$ cat src/rtl/pkt_send_module_pkg.sv
// Shared configuration for the switch packet generators: default sizing, header
// field placement and the generator FSM encoding.
package pkt_send_module_pkg;

   localparam int PORT_NUB_TOTAL_DEF  = 16;
   localparam int DATA_WIDTH_DEF      = 32;
   localparam int DATA_LENGTH_MAX_DEF = 128;
   localparam int PRIORITY_DEF        = 8;

   localparam int SEQ_WIDTH = 16;

   localparam int WIDTH_SEL_DEF      = $clog2(PORT_NUB_TOTAL_DEF);
   localparam int WIDTH_PRIORITY_DEF = $clog2(PRIORITY_DEF);
   localparam int WIDTH_LENGTH_DEF   = $clog2(DATA_LENGTH_MAX_DEF);
   localparam int WIDTH_HAND_DEF     = SEQ_WIDTH + WIDTH_LENGTH_DEF
                                     + WIDTH_PRIORITY_DEF + WIDTH_SEL_DEF;

   // Header word, LSB upward: dest, priority, length, seq, zero pad.
   localparam int DEST_LSB = 0;

   function automatic int pri_lsb(input int wsel);
      return DEST_LSB + wsel;
   endfunction

   function automatic int len_lsb(input int wsel, input int wpri);
      return pri_lsb(wsel) + wpri;
   endfunction

   function automatic int seq_lsb(input int wsel, input int wpri, input int wlen);
      return len_lsb(wsel, wpri) + wlen;
   endfunction

   localparam int PRI_LSB_DEF = pri_lsb(WIDTH_SEL_DEF);
   localparam int LEN_LSB_DEF = len_lsb(WIDTH_SEL_DEF, WIDTH_PRIORITY_DEF);
   localparam int SEQ_LSB_DEF = seq_lsb(WIDTH_SEL_DEF, WIDTH_PRIORITY_DEF, WIDTH_LENGTH_DEF);

   typedef enum logic [2:0] {
      ST_IDLE = 3'd0,
      ST_SOP  = 3'd1,
      ST_HEAD = 3'd2,
      ST_DATA = 3'd3,
      ST_EOP  = 3'd4
   } state_t;

endpackage

$ cat src/rtl/pkt_send_module.sv
// One-packet-per-start generator for a single switch ingress port: SOP strobe,
// header beat, L payload beats, then EOP/done. Header width must fit DATA_WIDTH.
module pkt_send_module
   import pkt_send_module_pkg::*;
#(
   parameter int tx_port         = 0,
   parameter int PORT_NUB_TOTAL  = PORT_NUB_TOTAL_DEF,
   parameter int DATA_WIDTH      = DATA_WIDTH_DEF,
   parameter int DATA_LENGTH_MAX = DATA_LENGTH_MAX_DEF,
   parameter int PRIORITY        = PRIORITY_DEF,
   localparam int WIDTH_SEL      = $clog2(PORT_NUB_TOTAL),
   localparam int WIDTH_PRIORITY = $clog2(PRIORITY),
   localparam int WIDTH_LENGTH   = $clog2(DATA_LENGTH_MAX)
) (
   input  logic                      clk,
   input  logic                      rst_n,
   input  logic                      start,
   input  logic [WIDTH_SEL-1:0]      dest,
   input  logic [WIDTH_PRIORITY-1:0] prio,
   input  logic [WIDTH_LENGTH-1:0]   length,
   output logic                      ready,
   output logic                      done,
   output logic                      wr_sop,
   output logic                      wr_eop,
   output logic                      wr_vld,
   output logic [DATA_WIDTH-1:0]     wr_data
);

   localparam int PRI_LSB = pri_lsb(WIDTH_SEL);
   localparam int LEN_LSB = len_lsb(WIDTH_SEL, WIDTH_PRIORITY);
   localparam int SEQ_LSB = seq_lsb(WIDTH_SEL, WIDTH_PRIORITY, WIDTH_LENGTH);

   localparam logic [WIDTH_SEL-1:0] TX_ID = WIDTH_SEL'(tx_port);

   state_t                    state;
   state_t                    state_nxt;

   logic [WIDTH_SEL-1:0]      dest_q;
   logic [WIDTH_PRIORITY-1:0] prio_q;
   logic [WIDTH_LENGTH-1:0]   len_q;
   logic [WIDTH_LENGTH-1:0]   cnt;
   logic [SEQ_WIDTH-1:0]      seq;

   logic                      accept;
   logic                      sop_nxt;
   logic                      vld_nxt;
   logic                      eop_nxt;
   logic [DATA_WIDTH-1:0]     data_nxt;
   logic [DATA_WIDTH-1:0]     header;
   logic [DATA_WIDTH-1:0]     payload;

   // ready is only ever high while the FSM sits in IDLE
   assign accept = start && ready;

   always_ff @(posedge clk) begin
      if (!rst_n) begin
         state <= ST_IDLE;
      end else begin
         state <= state_nxt;
      end
   end

   always_comb begin
      header                                 = '0;
      header[DEST_LSB +: WIDTH_SEL]          = dest_q;
      header[PRI_LSB  +: WIDTH_PRIORITY]     = prio_q;
      header[LEN_LSB  +: WIDTH_LENGTH]       = len_q;
      header[SEQ_LSB  +: SEQ_WIDTH]          = seq;

      payload                                = '0;
      payload[DATA_WIDTH-1 -: WIDTH_SEL]     = TX_ID;
      payload[WIDTH_LENGTH-1:0]              = cnt;
   end

   // Outputs are decoded from the current state and registered, so every
   // wire-level event lags its state by one clock.
   always_comb begin
      state_nxt = state;
      sop_nxt   = 1'b0;
      vld_nxt   = 1'b0;
      eop_nxt   = 1'b0;
      data_nxt  = '0;
      case (state)
         ST_IDLE: begin
            if (accept) begin
               state_nxt = ST_SOP;
            end
         end
         ST_SOP: begin
            sop_nxt   = 1'b1;
            state_nxt = ST_HEAD;
         end
         ST_HEAD: begin
            vld_nxt   = 1'b1;
            data_nxt  = header;
            state_nxt = (len_q == '0) ? ST_EOP : ST_DATA;
         end
         ST_DATA: begin
            vld_nxt  = 1'b1;
            data_nxt = payload;
            if (cnt == (len_q - WIDTH_LENGTH'(1))) begin
               state_nxt = ST_EOP;
            end
         end
         ST_EOP: begin
            eop_nxt   = 1'b1;
            state_nxt = ST_IDLE;
         end
         default: begin
            state_nxt = ST_IDLE;
         end
      endcase
   end

   always_ff @(posedge clk) begin
      if (!rst_n) begin
         ready   <= 1'b0;
         done    <= 1'b0;
         wr_sop  <= 1'b0;
         wr_eop  <= 1'b0;
         wr_vld  <= 1'b0;
         wr_data <= '0;
         cnt     <= '0;
         seq     <= '0;
      end else begin
         ready   <= (state == ST_IDLE) && !accept;
         done    <= eop_nxt;
         wr_sop  <= sop_nxt;
         wr_eop  <= eop_nxt;
         wr_vld  <= vld_nxt;
         wr_data <= data_nxt;
         cnt     <= (state == ST_DATA) ? cnt + WIDTH_LENGTH'(1) : '0;
         if (state == ST_EOP) begin
            seq <= seq + SEQ_WIDTH'(1);
         end
      end
   end

   // Request fields are held for the whole packet; they need no reset.
   always_ff @(posedge clk) begin
      if (accept) begin
         dest_q <= dest;
         prio_q <= prio;
         len_q  <= length;
      end
   end

endmodule

$ cat config.mk
export PLATFORM = sky130hd
export DESIGN_NAME = pkt_send_module
export DESIGN_NICKNAME = d
export VERILOG_FILES = /design/src/rtl/pkt_send_module_pkg.sv /design/src/rtl/pkt_send_module.sv
export SDC_FILE = /design/constraint.sdc
export NUM_CORES = 1
export LEC_CHECK = 0
export ABC_AREA = 0
export CORE_UTILIZATION = 50
export CTS_CLUSTER_SIZE = 14
export DETAILED_ROUTE_END_ITERATION = 8
export PLACE_DENSITY = 0.74
export SYNTH_ARGS = -nofsm -noshare
export SYNTH_HDL_FRONTEND = slang
export SYNTH_SLANG_ARGS = --single-unit
$ cat constraint.sdc
create_clock -name clk -period 3.4 [get_ports clk]
set_clock_uncertainty 0.1 [all_clocks]
set_input_delay 0.68 -clock clk [delete_from_list [all_inputs] [get_ports clk]]
set_output_delay 0.68 -clock clk [all_outputs]
set_load 0.03 [all_outputs]
; After elaboration in Yosys (flattened, before gate mapping)
; Index checks and enable logic that the tools add are counted.
[word_totals]
register_bits = 76
in_bits = 17
out_inout_bits = 37
wordCells = 37
[classes]
add_sub_neg = 3
eq_ne = 7
n_mux = 8
n_reduce_logical = 8
[op_table]
columns = op, count
row1 = 30-bit case mux with 2 select lines, 1
row2 = "16-bit by 1-bit adder with 16-bit output, second input constant", 1
row3 = 3-bit case mux with 4 select lines, 1
row4 = 3-bit 2-to-1 mux, 3
row5 = "7-bit by 1-bit adder with 7-bit output, second input constant", 1
row6 = 7-bit equality test, 1
row7 = 7-bit zero test, 1
row8 = "7-bit by 1-bit subtractor with 7-bit output, second input constant", 1
row9 = "3-bit by 2-bit equality test with 1-bit output, second input constant", 2
row10 = "2-bit inequality test, second input constant", 2
row11 = 2-bit AND reduction, 2
row12 = "3-bit by 1-bit equality test with 1-bit output, second input constant", 1
row13 = "3-bit equality test, second input constant", 1
row14 = 3-bit zero test, 1
row15 = 1-bit 2-to-1 mux, 3
row16 = 1-bit logical AND, 2
row17 = 2-bit OR reduction, 1
row18 = 1-bit zero test, 1

; Depth between registers and ports, before layout
; Gate-level depths: netlist (run 1).
[depth]
depth_word = 4
depth_mapped = 6
ltp_nobuf = 6

; Worst setup path after synthesis (run 1)
; No wires, ideal clock.
[synth_path]
path_kind = input to register
start = in start
end = reg state[0]
setup_ns = 0.086
t_arrival_ns = 1.478
required_time_ns = 3.214
slack_ns = 1.737
cell_stages = 3
path_buffers = 0
path_cell_list = and2_1 > a22oi_1 > a211oi_1
[synth_via]
elab_chain_len = 3
[synth_lines]
columns = element, line
row1 = start: declaration, pkt_send_module.sv:17  ; input logic start,
row2 = 1-bit logical AND, pkt_send_module.sv:53  ; assign accept = start && ready;
row3 = 2-bit inequality test (no source line), -
row4 = 2-bit AND reduction (no source line), -
row5 = end signal: assignment, pkt_send_module.sv:59  ; state <= state_nxt;
row6 = end: declaration, pkt_send_module.sv:35  ; state_t state;
; Every way passes these cells.
; A chain may end at the register's enable or synchronous reset.

; Final worst setup path (run 1)
[layout_path]
start = reg wr_eop
end = out wr_eop
[layout_rtl]
columns = element, line
row1 = start: declaration, pkt_send_module.sv:24  ; output logic wr_eop,
row2 = start signal: assignment, pkt_send_module.sv:129  ; wr_eop <= eop_nxt;
; No word-level cell between the ends.

==> impl_results.md, run 1 <==
* Post-CTS setup buffers at 0
* Post-synthesis sequential area ratio at 58.3%
* Most frequent cells in the layout: 60 x dfxtp_1, 51 x clkdlybuf4s50_1, 31 x and2_1
* Max FO, Critical Path at 2
* Hold path cells at 2
* Critical path depth at 1
* Critical Path, Cell by Cell: clkdlybuf4s50_1
* Top-area cell type share of the netlist area at 43.2%
* Initial Util at 53.1%
* Reg power frac at approximately 54%
* Worst vdd ir at 0.344 mV
* Die H at 76.6 um
* F_max at 469 MHz
* Num rows at 26
* Top delay family on crit path: buffers and inverters
* Count of hold-fix buffers inserted at cts at 0
* I/O pin cnt at 54
* Die area at 5870 um^2
* Vias per inst at about 4.8
* Wirelength per Cell at 12.4 um
* Max-slew violation count at 0
* Post-DP HPWL at 3.27 mm
* Distinct cells, synth at between 40 and 50
* CP Launch Type: flip-flop
* Slowest library cell on the worst path: clkdlybuf4s50_1
* Crit. End Element: output port
* Mapped Area at roughly 2800 um^2
* I/O Buffers at 51
* Most common cell after layout, fill and taps aside: dfxtp_1
* Num CTS Buffers at 9
* Arr. time, crit path at 1.35 ns
* Final Cycle Share at a little over three fifths
* Final hold violation count at 0
* Clock power share at around two fifths
* Initial DRC count at 86
* NetSw at 0.000387 W
* Synth async-reset ratio at 0%
* Clock-pin slew on the worst setup and hold paths at 0.07 ns
* Clk Tree Root Cell: clkbuf_8
* Yosys Warn Count at 0
* First-pass GRT wire length at just over 8 mm
* P_leak at between 1 and 1.5 nW
* Yosys reg bits at 74
* Crit path time final at roughly 2.1 ns
* Post-synth EDFFs at 14
* Via count at 1,818
* Top FF cell, synth: dfxtp_1
* Fin Setup TNS at 0 ns
* Final setup viols at 0
* Cell accounting for the most synthesized area: dfxtp_1
* Sinks on Clock Net at 74
* Combinational Power Share at around 6.6%
* Avg Synthesized Cell Area at 11.2 um^2
* Post-CTS sizing at 0
* Required time worst endpoint at 2.62 ns
* Largest net degree at the start of global routing at 23
* Fillers at 431
* Die X at 76.6 um
* Mapped Cells at approximately 250
* DP Cell Count at 364
* Crit Path Class: reg -> out
* CTS tree: built
* ANT nets after route at 0
* Slew at the pin closest to its max-slew limit at 0.715 ns
* Detailed Routing Iterations Pass 1 at 2
* Layout cell share with drive strength beyond 1 at between 8 and 9%
* Unrepaired setup endpoints after global routing: false
* Worst Hold Class: reg -> reg
* GPL Wtd Cong at 0.794
* Max-slew headroom at 52.3%
* Worst path buffer plus inverter count at 1
* Final wirelength at 4.72 mm
* Initial antenna violation count at 0
* Sw Share at 22.6%
* Number of global-route vias before repair at approximately 1,800
* Synth top area cells: dfxtp_1 43%, edfxtp_1 15%, and2_1 7.0%
* Grt ovf at 0
* Drt drc at 0
* Peak per-stage delay on the critical path at between 0.6 and 0.7 ns
* Max-cap violations at 0
* GRT Total Usage at 18.2%
* Area grow syn2layout at 27.6%
* H-tree depth at 3
* CTS Buffer Depth at 2
* CORE AREA at 5240 um^2
* Status: complete, no violations
* Internal at 0.00132 W
* Pwr Density at 482 nW/um^2
* Worst-Skew Late Latency at 0.34 ns
* Post-route insts no fill at 380
* Reg2Reg Depth at 5
* Final net count at about 330
* N_diodes at 0
## area by class of cell
type	instances	area (um^2)	area share (%)
Sequential cell	74	1620	45.7
Multi-Input combinational cell	159	1080	30.5
Timing Repair Buffer	55	541	15.2
Clock buffer	11	141	3.98
Tap cell	70	87.6	2.47
Clock inverter	5	52.6	1.48
Inverter	6	22.5	0.634
## flip-flops by register name, summed over array words and instances, names as in the netlist
name	count
cnt	7
wr_data	30
wr_vld	1
seq	16
prio_q	3
wr_eop	1
wr_sop	1
ready	1
len_q	7
state	3
dest_q	4
## path summary, 6_finish.rpt
check / from / end / slack, ns
worst min register to register: prio_q[2]$_DFFE_PP_ / wr_data[6]$_SDFF_PN0_ / 0.39
worst max-delay path: wr_eop$_SDFF_PN0_ / wr_eop / 1.27
worst min-delay path: prio_q[2]$_DFFE_PP_ / wr_data[6]$_SDFF_PN0_ / 0.39
worst max register to register: len_q[2]$_DFFE_PP_ / state[0]$_SDFFE_PN0P_ / 1.49
## cells by family after synthesis
kind of cell               share of synthesized area, %
DFF                                                58.3
and+or+nand+nor                                    22.3
adders and majority gates                          1.80
muxes                                              2.88
AOI/OAI and AO/OA                                  3.55
other                                             0.135
xor gates and xnor gates                           8.19
buffers and inverters                              2.88
## synth_stat cells, types with 2 or more instances
cell type	n
nor3_1	8
dfxtp_1	60
nor2_1	19
edfxtp_1	14
mux2i_1	8
a211oi_1	2
nand2_1	10
o21ai_0	3
and2_1	31
inv_1	6
nand3_1	5
buf_4	3
xnor2_1	14
clkbuf_1	5
a21oi_1	2
nand2b_1	3
nand4_1	4
and3_1	6
nor3_2	2
nor4_1	3
xor2_1	12
or3_1	3
a21boi_1	2
nor2b_1	2
ha_1	4
## power groups by stage
stage	combinational [W]	sequential (W)	clock [W]
after floorplan	0.0000557	0.000959	0
after global routing	0.000123	0.000930	0.000730
after detailed placement	0.000113	0.000948	0
after global placement	0.000112	0.000947	0
final	0.000112	0.000928	0.000669
after CTS	0.000114	0.000927	0.000687
## metal layers
layer	share of wire (%)	track usage (%)	routed length, um	up-vias
li1	-	-	-	948
met2	51	29.2	2400	41
met3	3.9	4.79	186	12
met1	43	21.5	2040	817
met4	2.1	11.9	100	0
met5	0	0	0	-
## stage by stage
stage | utilization, % | area (um^2) | hold slack (ns) | worst slack [ns] | power (W)
after CTS | 67.8 | 3550 | 0.398 | 1.23 | 0.00173
after floorplan | - | 2790 | 0.347 | 1.74 | 0.00101
after global placement | 64.1 | 3360 | 0.373 | 1.07 | 0.00106
after detailed placement | 64.1 | 3360 | 0.373 | 1.02 | 0.00106
final | 67.8 | 3550 | 0.392 | 1.27 | 0.00171
after global routing | 67.8 | 3550 | 0.417 | 1.21 | 0.00178
No activity file was read; power rests on OpenSTA's default activity.
==> inputs of run 2 (changes only) <==
--- a/config.mk
+++ b/config.mk
@@ -6,10 +6,10 @@
 export NUM_CORES = 1
 export LEC_CHECK = 0
 export ABC_AREA = 0
-export CORE_UTILIZATION = 50
+export CORE_UTILIZATION = 46
 export CTS_CLUSTER_SIZE = 14
 export DETAILED_ROUTE_END_ITERATION = 8
-export PLACE_DENSITY = 0.74
+export PLACE_DENSITY = 0.72
 export SYNTH_ARGS = -nofsm -noshare
 export SYNTH_HDL_FRONTEND = slang
 export SYNTH_SLANG_ARGS = --single-unit
==> constraint.sdc (replaced) <==
create_clock -name clk -period 1.8 [get_ports clk]
set_clock_uncertainty 0.1 [all_clocks]
set_input_delay 0.36 -clock clk [delete_from_list [all_inputs] [get_ports clk]]
set_output_delay 0.36 -clock clk [all_outputs]
set_load 0.03 [all_outputs]
==> run 2 against run 1 <==
  * Via count rose by 5.2%
  * Clock power rose by 100%
  * First-iteration DRC count rose by 8.1%
  * Combinational power is 110% higher
  * Count of clock-buffer cells in the layout is 3 higher
  * Final area grew 5.6%
  * Utilization decreased by 1.7 points
  * Worst hold slack gained 0.0046 ns
  * Critical path depth did not move
  * Non-clock buffer count rose by 11
  * Worst setup slack got worse by 1.2 ns
  * Critical path type unchanged
==> impl_results.md, run 2 (synthesis results as in run 1) <==
* Status: complete, no violations
* Crit path time final at 1.77 ns
* H-tree depth at 3 (unchanged)
* Initial Util at 49.0% (-4.1 points)
* Die H at 79.8 um (+4.1%)
* Worst Hold Class: reg -> reg
* Most frequent cells in the layout: 60 x dfxtp_1, 31 x and2_1, 20 x dlymetal6s2s_1
* Die X at 79.8 um (+4.1%)
* Worst path buffer plus inverter count at 1 (unchanged)
* Pwr Density at 888 nW/um^2 (+84%)
* Required time worst endpoint at 1.34 ns (-1.28 ns)
* Worst Hold Launch: seq[8]$_SDFFE_PN0P_
* Reg2Reg Setup Slack at 0.07 ns (-1.42 ns)
* Layout cell share with drive strength beyond 1 at 14.6% (+6.3 points)
* Final hold violation count at 0 (unchanged)
* Worst r2r src: len_q[1]$_DFFE_PP_
* CTS tree: built
* Initial antenna violation count at 0 (unchanged)
* Post-CTS setup buffers at 0 (unchanged)
* Top delay family on crit path: buffers and inverters
* I/O Buffers at 51 (unchanged)
* CP Launch Type: flip-flop
* Cell Area, Placed at 3440 um^2 (+2.5%)
* RR Endpoint: state[0]$_SDFFE_PN0P_
* N_diodes at 0 (unchanged)
* Final wirelength at 5.00 mm (+5.9%)
* Number of global-route vias before repair at 1,787 (-0.11%)
* Dpl ws at 0.0517 ns (-0.971 ns)
* Final instance area at 3750 um^2 (+5.6%)
* Post-DP HPWL at 3.42 mm (+4.6%)
* Metal-1 WL at 2.36 mm (+16%)
* Max-slew violation count at 0 (unchanged)
* Clock-pin slew on the worst setup and hold paths at 0.07 ns (about the same)
* CTS Buffer Depth at 2 (unchanged)
* Wirelength per Cell at 12.7 um (+2.4%)
* Critical Path, Cell by Cell: clkdlybuf4s50_1
* WL met2 at 2.27 mm (-5.4%)
* Sinks on Clock Net at 74 (unchanged)
* Vias per inst at 4.87 (+1.7%)
* Hold path cells at 1 (-1)
* Fin Setup TNS at 0 ns (unchanged)
* Num CTS Buffers at 9 (unchanged)
* Slowest library cell on the worst path: clkdlybuf4s50_1
* First-pass GRT wire length at 8.16 mm (-0.43%)
* GPL Wtd Cong at 0.772 (-2.7%)
* Peak per-stage delay on the critical path at 0.65 ns (-0.02 ns)
* Crit. End Element: output port
* Worst vdd ir at 0.550 mV (+60%)
* Detailed Routing Iterations Pass 1 at 4 (+2)
* P_leak at 1.85 nW (+37%)
* Unrepaired setup endpoints after global routing: true
* Num rows at 27 (+3.8%)
* CORE AREA at 5680 um^2 (+8.4%)
* Worst Hold Path EP: wr_data[22]$_SDFF_PN0_
* Clk Tree Root Cell: clkbuf_8
* Largest net degree at the start of global routing at 23 (unchanged)
* Final setup viols at 0 (unchanged)
* Initial DRC count at 93 (+8.1%)
* ANT nets after route at 0 (unchanged)
* Final Worst Setup Slack at 0.0316 ns (-1.23 ns)
* Crit Path Class: reg -> out
* Highest routed layer: met4
* Fillers at 484 (+12%)
* Most flop-heavy register: wr_data
* Die area at 6360 um^2 (+8.5%)
* I/O pin cnt at 54 (unchanged)
* Final Cycle Share at 98.2%
* Most common cell after layout, fill and taps aside: dfxtp_1
* Reg2Reg Depth at 6 (+1)
* Via count at 1,912 (+5.2%)
* Max-cap violations at 0 (unchanged)
* Worst-Skew Late Latency at 0.34 ns (about the same)
* Wire length on met3 at 276 um (+48%)
* Final net count at 337 (+3.4%)
* Drt drc at 0 (unchanged)
* Max FFs per register at 30 (unchanged)
* Grt ovf at 0 (unchanged)
* Arr. time, crit path at 1.31 ns (-0.04 ns)
* GRT Total Usage at 17.4% (-0.87 points)
* Largest registers: wr_data x30, seq x16
* Max FO, Critical Path at 1 (-1)
* Area grow syn2layout at 34.7%
* F_max at between 500 and 600 MHz
==> run 2: final cells by class <==
| cell class | instances | area (um^2) | area share, % |
|---|---|---|---|
| sequential | 74 | 1620 | 43.3 |
| multi-input combinational | 159 | 1140 | 30.3 |
| timing repair buffer | 66 | 658 | 17.6 |
| clock buffer | 14 | 205 | 5.48 |
| tap | 72 | 90.1 | 2.40 |
| inverter | 6 | 22.5 | 0.601 |
| clock inverter | 2 | 13.8 | 0.367 |
==> run 2: repair_timing <==
action / CTS / global route
hold buffers: 0 / 0
gates resized for setup: 12 / 30
hold endpoints to repair: 0 / 0
endpoints found under the setup margin: 12 / 25
cloned: 0 / 0
==> run 2: metrics by stage <==
stage | utilization (%) | power, W | instances | hold slack [ns]
global placement | 60.6 | 0.00202 | 377 | 0.363
finish | 66.0 | 0.00333 | 393 | 0.397
floorplan | - | 0.00192 | 249 | 0.347
CTS | 64.2 | 0.00335 | 393 | 0.400
global route | 66.0 | 0.00346 | 393 | 0.417
detailed placement | 60.6 | 0.00202 | 377 | 0.373
==> run 2: worst max path at each step <==
stage	cells past startpoint	slack, ns	from	endpoint
after floorplan	5	0.16	state[1]$_SDFFE_PN0P_	seq[10]$_SDFFE_PN0P_
after global placement	6	0.06	rst_n	wr_data[26]$_SDFF_PN0_
after detailed placement	5	0.05	rst_n	state[2]$_SDFFE_PN0P_
after CTS	1	0.002	wr_data[8]$_SDFF_PN0_	wr_data[8]
after global routing	6	-0.04	len_q[2]$_DFFE_PP_	state[0]$_SDFFE_PN0P_
final	1	0.03	wr_data[27]$_SDFF_PN0_	wr_data[27]
==> run 2: per-layer routing <==
metal | up-vias | GRT usage (%)
met3 | 10 | 5.71
met2 | 48 | 26.2
met1 | 886 | 22.3
met4 | 0 | 8.39
met5 | - | 0
li1 | 968 | -
==> run 2: where the power goes <==
part           switching (W)  internal [W]
clock network       0.000593      0.000745
logic               0.000127      0.000112
registers          0.0000219       0.00173
==> inputs of run 3 (changes only) <==
--- a/config.mk
+++ b/config.mk
@@ -6,10 +6,11 @@
 export NUM_CORES = 1
 export LEC_CHECK = 0
 export ABC_AREA = 0
-export CORE_UTILIZATION = 46
+export CORE_UTILIZATION = 50
 export CTS_CLUSTER_SIZE = 14
 export DETAILED_ROUTE_END_ITERATION = 8
-export PLACE_DENSITY = 0.72
+export GPL_ROUTABILITY_DRIVEN = 1
+export PLACE_DENSITY = 0.74
 export SYNTH_ARGS = -nofsm -noshare
 export SYNTH_HDL_FRONTEND = slang
 export SYNTH_SLANG_ARGS = --single-unit
==> constraint.sdc (replaced) <==
create_clock -name clk -period 2.1 [get_ports clk]
set_clock_uncertainty 0.1 [all_clocks]
set_input_delay 0.42 -clock clk [delete_from_list [all_inputs] [get_ports clk]]
set_output_delay 0.42 -clock clk [all_outputs]
set_load 0.03 [all_outputs]
==> run 3 against run 2 <==
  * Routed wire length fell by 3.2%
  * Clock power fell by 29%
  * Critical path type unchanged
  * Final cell count fell by 2.3%
  * Sequential share of layout area rose by 2.3 points
  * Critical path depth did not move
  * Sequential power fell by 14%
  * Non-clock buffer count fell by 7
  * Sequential cell count did not move
  * Global-route usage rose by 1.2 points
==> impl_results.md, run 3 (synthesis results as in run 1) <==
* Met3 Use GR at 4.91% (-0.80 points)
* P_leak at 1.36 nW (-26%)
* Final wirelength at 4.84 mm (-3.2%)
* Hold path cells at 1 (unchanged)
* RR Endpoint: state[2]$_SDFFE_PN0P_
* I/O pin cnt at 54 (unchanged)
* Arr. time, crit path at 1.35 ns (+0.04 ns)
* Num rows at 26 (-3.7%)
* ANT nets after route at 0 (unchanged)
* F_max at about 530 MHz
* Largest net degree at the start of global routing at 23 (unchanged)
* Vias per inst at 4.95 (+1.8%)
* N_diodes at 0 (unchanged)
* H-tree depth at 3 (unchanged)
* CTS tree: built
* Met1 Use GR at 19.4% (-2.9 points)
* CORE AREA at 5240 um^2 (-7.7%)
* Crit. End Element: output port
* Post-DP HPWL at 3.41 mm (-0.12%)
* Max-cap violations at 0 (unchanged)
* Num CTS Buffers at 9 (unchanged)
* CP Launch Type: flip-flop
* Met2 usage at 32.3% (+6.1 points)
* Required time worst endpoint at 1.58 ns (+0.24 ns)
* Peak per-stage delay on the critical path at 0.68 ns (+0.03 ns)
* Sinks on Clock Net at 74 (unchanged)
* Reg2Reg Depth at 5 (-1)
* Worst-Skew Late Latency at 0.34 ns (about the same)
* First-pass GRT wire length at 8.16 mm (unchanged)
* Reg power frac at 56.9% (+4.3 points)
* Layout cell share with drive strength beyond 1 at 8.92% (-5.7 points)
* Initial Util at 53.1% (+4.1 points)
* Clock power share at 35.9% (-4.3 points)
* Final Cycle Share at between 80% and 90%
* Top delay family on crit path: buffers and inverters
* Initial DRC count at 84 (-9.7%)
* Critical path depth at 1 (unchanged)
* Worst Hold Launch: seq[15]$_SDFFE_PN0P_
* Drt drc at 0 (unchanged)
* Wirelength per Cell at 12.6 um (-0.93%)
* Combinational Power Share at 7.1% (about the same)
* Worst path buffer plus inverter count at 1 (unchanged)
* Final setup viols at 0 (unchanged)
* Number of global-route vias before repair at 1,838 (+2.9%)
* Worst Hold Path EP: wr_data[29]$_SDFF_PN0_
* Largest registers: wr_data x30, seq x16
* Worst Hold Class: reg -> reg
* Initial antenna violation count at 0 (unchanged)
* Sw Share at 22.4% (+0.043 points)
* Area grow syn2layout at 27.9%
* Die area at 5870 um^2 (-7.8%)
* Clk Tree Root Cell: clkbuf_8
* Detailed Routing Iterations Pass 1 at 4 (unchanged)
* Internal at 0.00205 W (-21%)
* I/O Buffers at 51 (unchanged)
* Tot Pwr at 0.00264 W (-21%)
* Crit path time final at ~1.9 ns
* Final net count at 330 (-2.1%)
* Worst r2r src: len_q[2]$_DFFE_PP_
* Slowest library cell on the worst path: clkdlybuf4s50_1
* Max-slew violation count at 0 (unchanged)
* Final hold violation count at 0 (unchanged)
* Most frequent cells in the layout: 60 x dfxtp_1, 51 x clkdlybuf4s50_1, 31 x and2_1
* Worst vdd ir at 0.544 mV (-1.0%)
* GRT Total Usage at 18.6% (+1.2 points)
* Die H at 76.6 um (-4.0%)
* Crit Path Class: reg -> out
* Status: complete, no violations
* Most common cell after layout, fill and taps aside: dfxtp_1
* Clock-pin slew on the worst setup and hold paths at 0.07 ns (about the same)
* CTS Buffer Depth at 2 (unchanged)
* Max FFs per register at 30 (unchanged)
* Post-CTS sizing at 0 (-12)
* Via count at 1,901 (-0.58%)
* Grt peak-use layer: met2
* NetSw at 0.000590 W (-21%)
* Count of hold-fix buffers inserted at cts at 0 (unchanged)
* Grt ovf at 0 (unchanged)
* Critical Path, Cell by Cell: clkdlybuf4s50_1
* Max FO, Critical Path at 1 (unchanged)
* Fin Setup TNS at 0 ns (unchanged)
* Die X at 76.6 um (-4.0%)
* GPL Wtd Cong at 0.793 (+2.6%)
* Post-CTS setup buffers at 0 (unchanged)
* Most flop-heavy register: wr_data
* Unrepaired setup endpoints after global routing: false
* Reg2Reg Setup Slack at 0.32 ns (+0.25 ns)
* Pwr Density at 742 nW/um^2 (-16%)
run 3: metal layers:
metal,vias up,wire [um]
li1,952,-
met1,884,1990
met2,50,2490
met3,15,190
met4,0,176
met5,-,0
run 3: how the worst max path moves through the flow:
| stage | start | endpoint | slack, ns |
|---|---|---|---|
| final | wr_data[11]$_SDFF_PN0_ | wr_data[11] | 0.23 |
| after global routing | len_q[2]$_DFFE_PP_ | state[0]$_SDFFE_PN0P_ | 0.11 |
| after CTS | ready$_SDFF_PN0_ | ready | 0.21 |
| after detailed placement | rst_n | wr_data[15]$_SDFF_PN0_ | 0.28 |
| after global placement | rst_n | state[2]$_SDFFE_PN0P_ | 0.32 |
| after floorplan | state[1]$_SDFFE_PN0P_ | seq[10]$_SDFFE_PN0P_ | 0.46 |
run 3: layout make-up:
type,count,area (um^2)
well taps,70,87.6
clock buffers,12,155
fillers,430,1680
inverters,6,22.5
clock inverters,4,16.3
repair buffers,59,571
multi-input cells,159,1080
flip-flops and latches,74,1620
run 3: through the flow:
stage | instance area, um^2 | hold slack [ns] | setup WS (ns) | std cells | utilization (%)
finish | 3560 | 0.385 | 0.230 | 384 | 67.9
global route | 3560 | 0.410 | 0.108 | 384 | 67.9
CTS | 3560 | 0.389 | 0.206 | 384 | 67.9
detailed placement | 3390 | 0.370 | 0.282 | 368 | 64.6
global placement | 3390 | 0.368 | 0.323 | 368 | 64.6
floorplan | 2790 | 0.347 | 0.459 | 249 | -
run 3: power by group through the flow:
stage / logic (W) / registers, W / clock network [W]
after floorplan: 0.0000902 / 0.00155 / 0
after global placement: 0.000187 / 0.00153 / 0
after detailed placement: 0.000189 / 0.00153 / 0
after CTS: 0.000190 / 0.00150 / 0.000973
after global routing: 0.000204 / 0.00151 / 0.00103
final: 0.000188 / 0.00150 / 0.000948
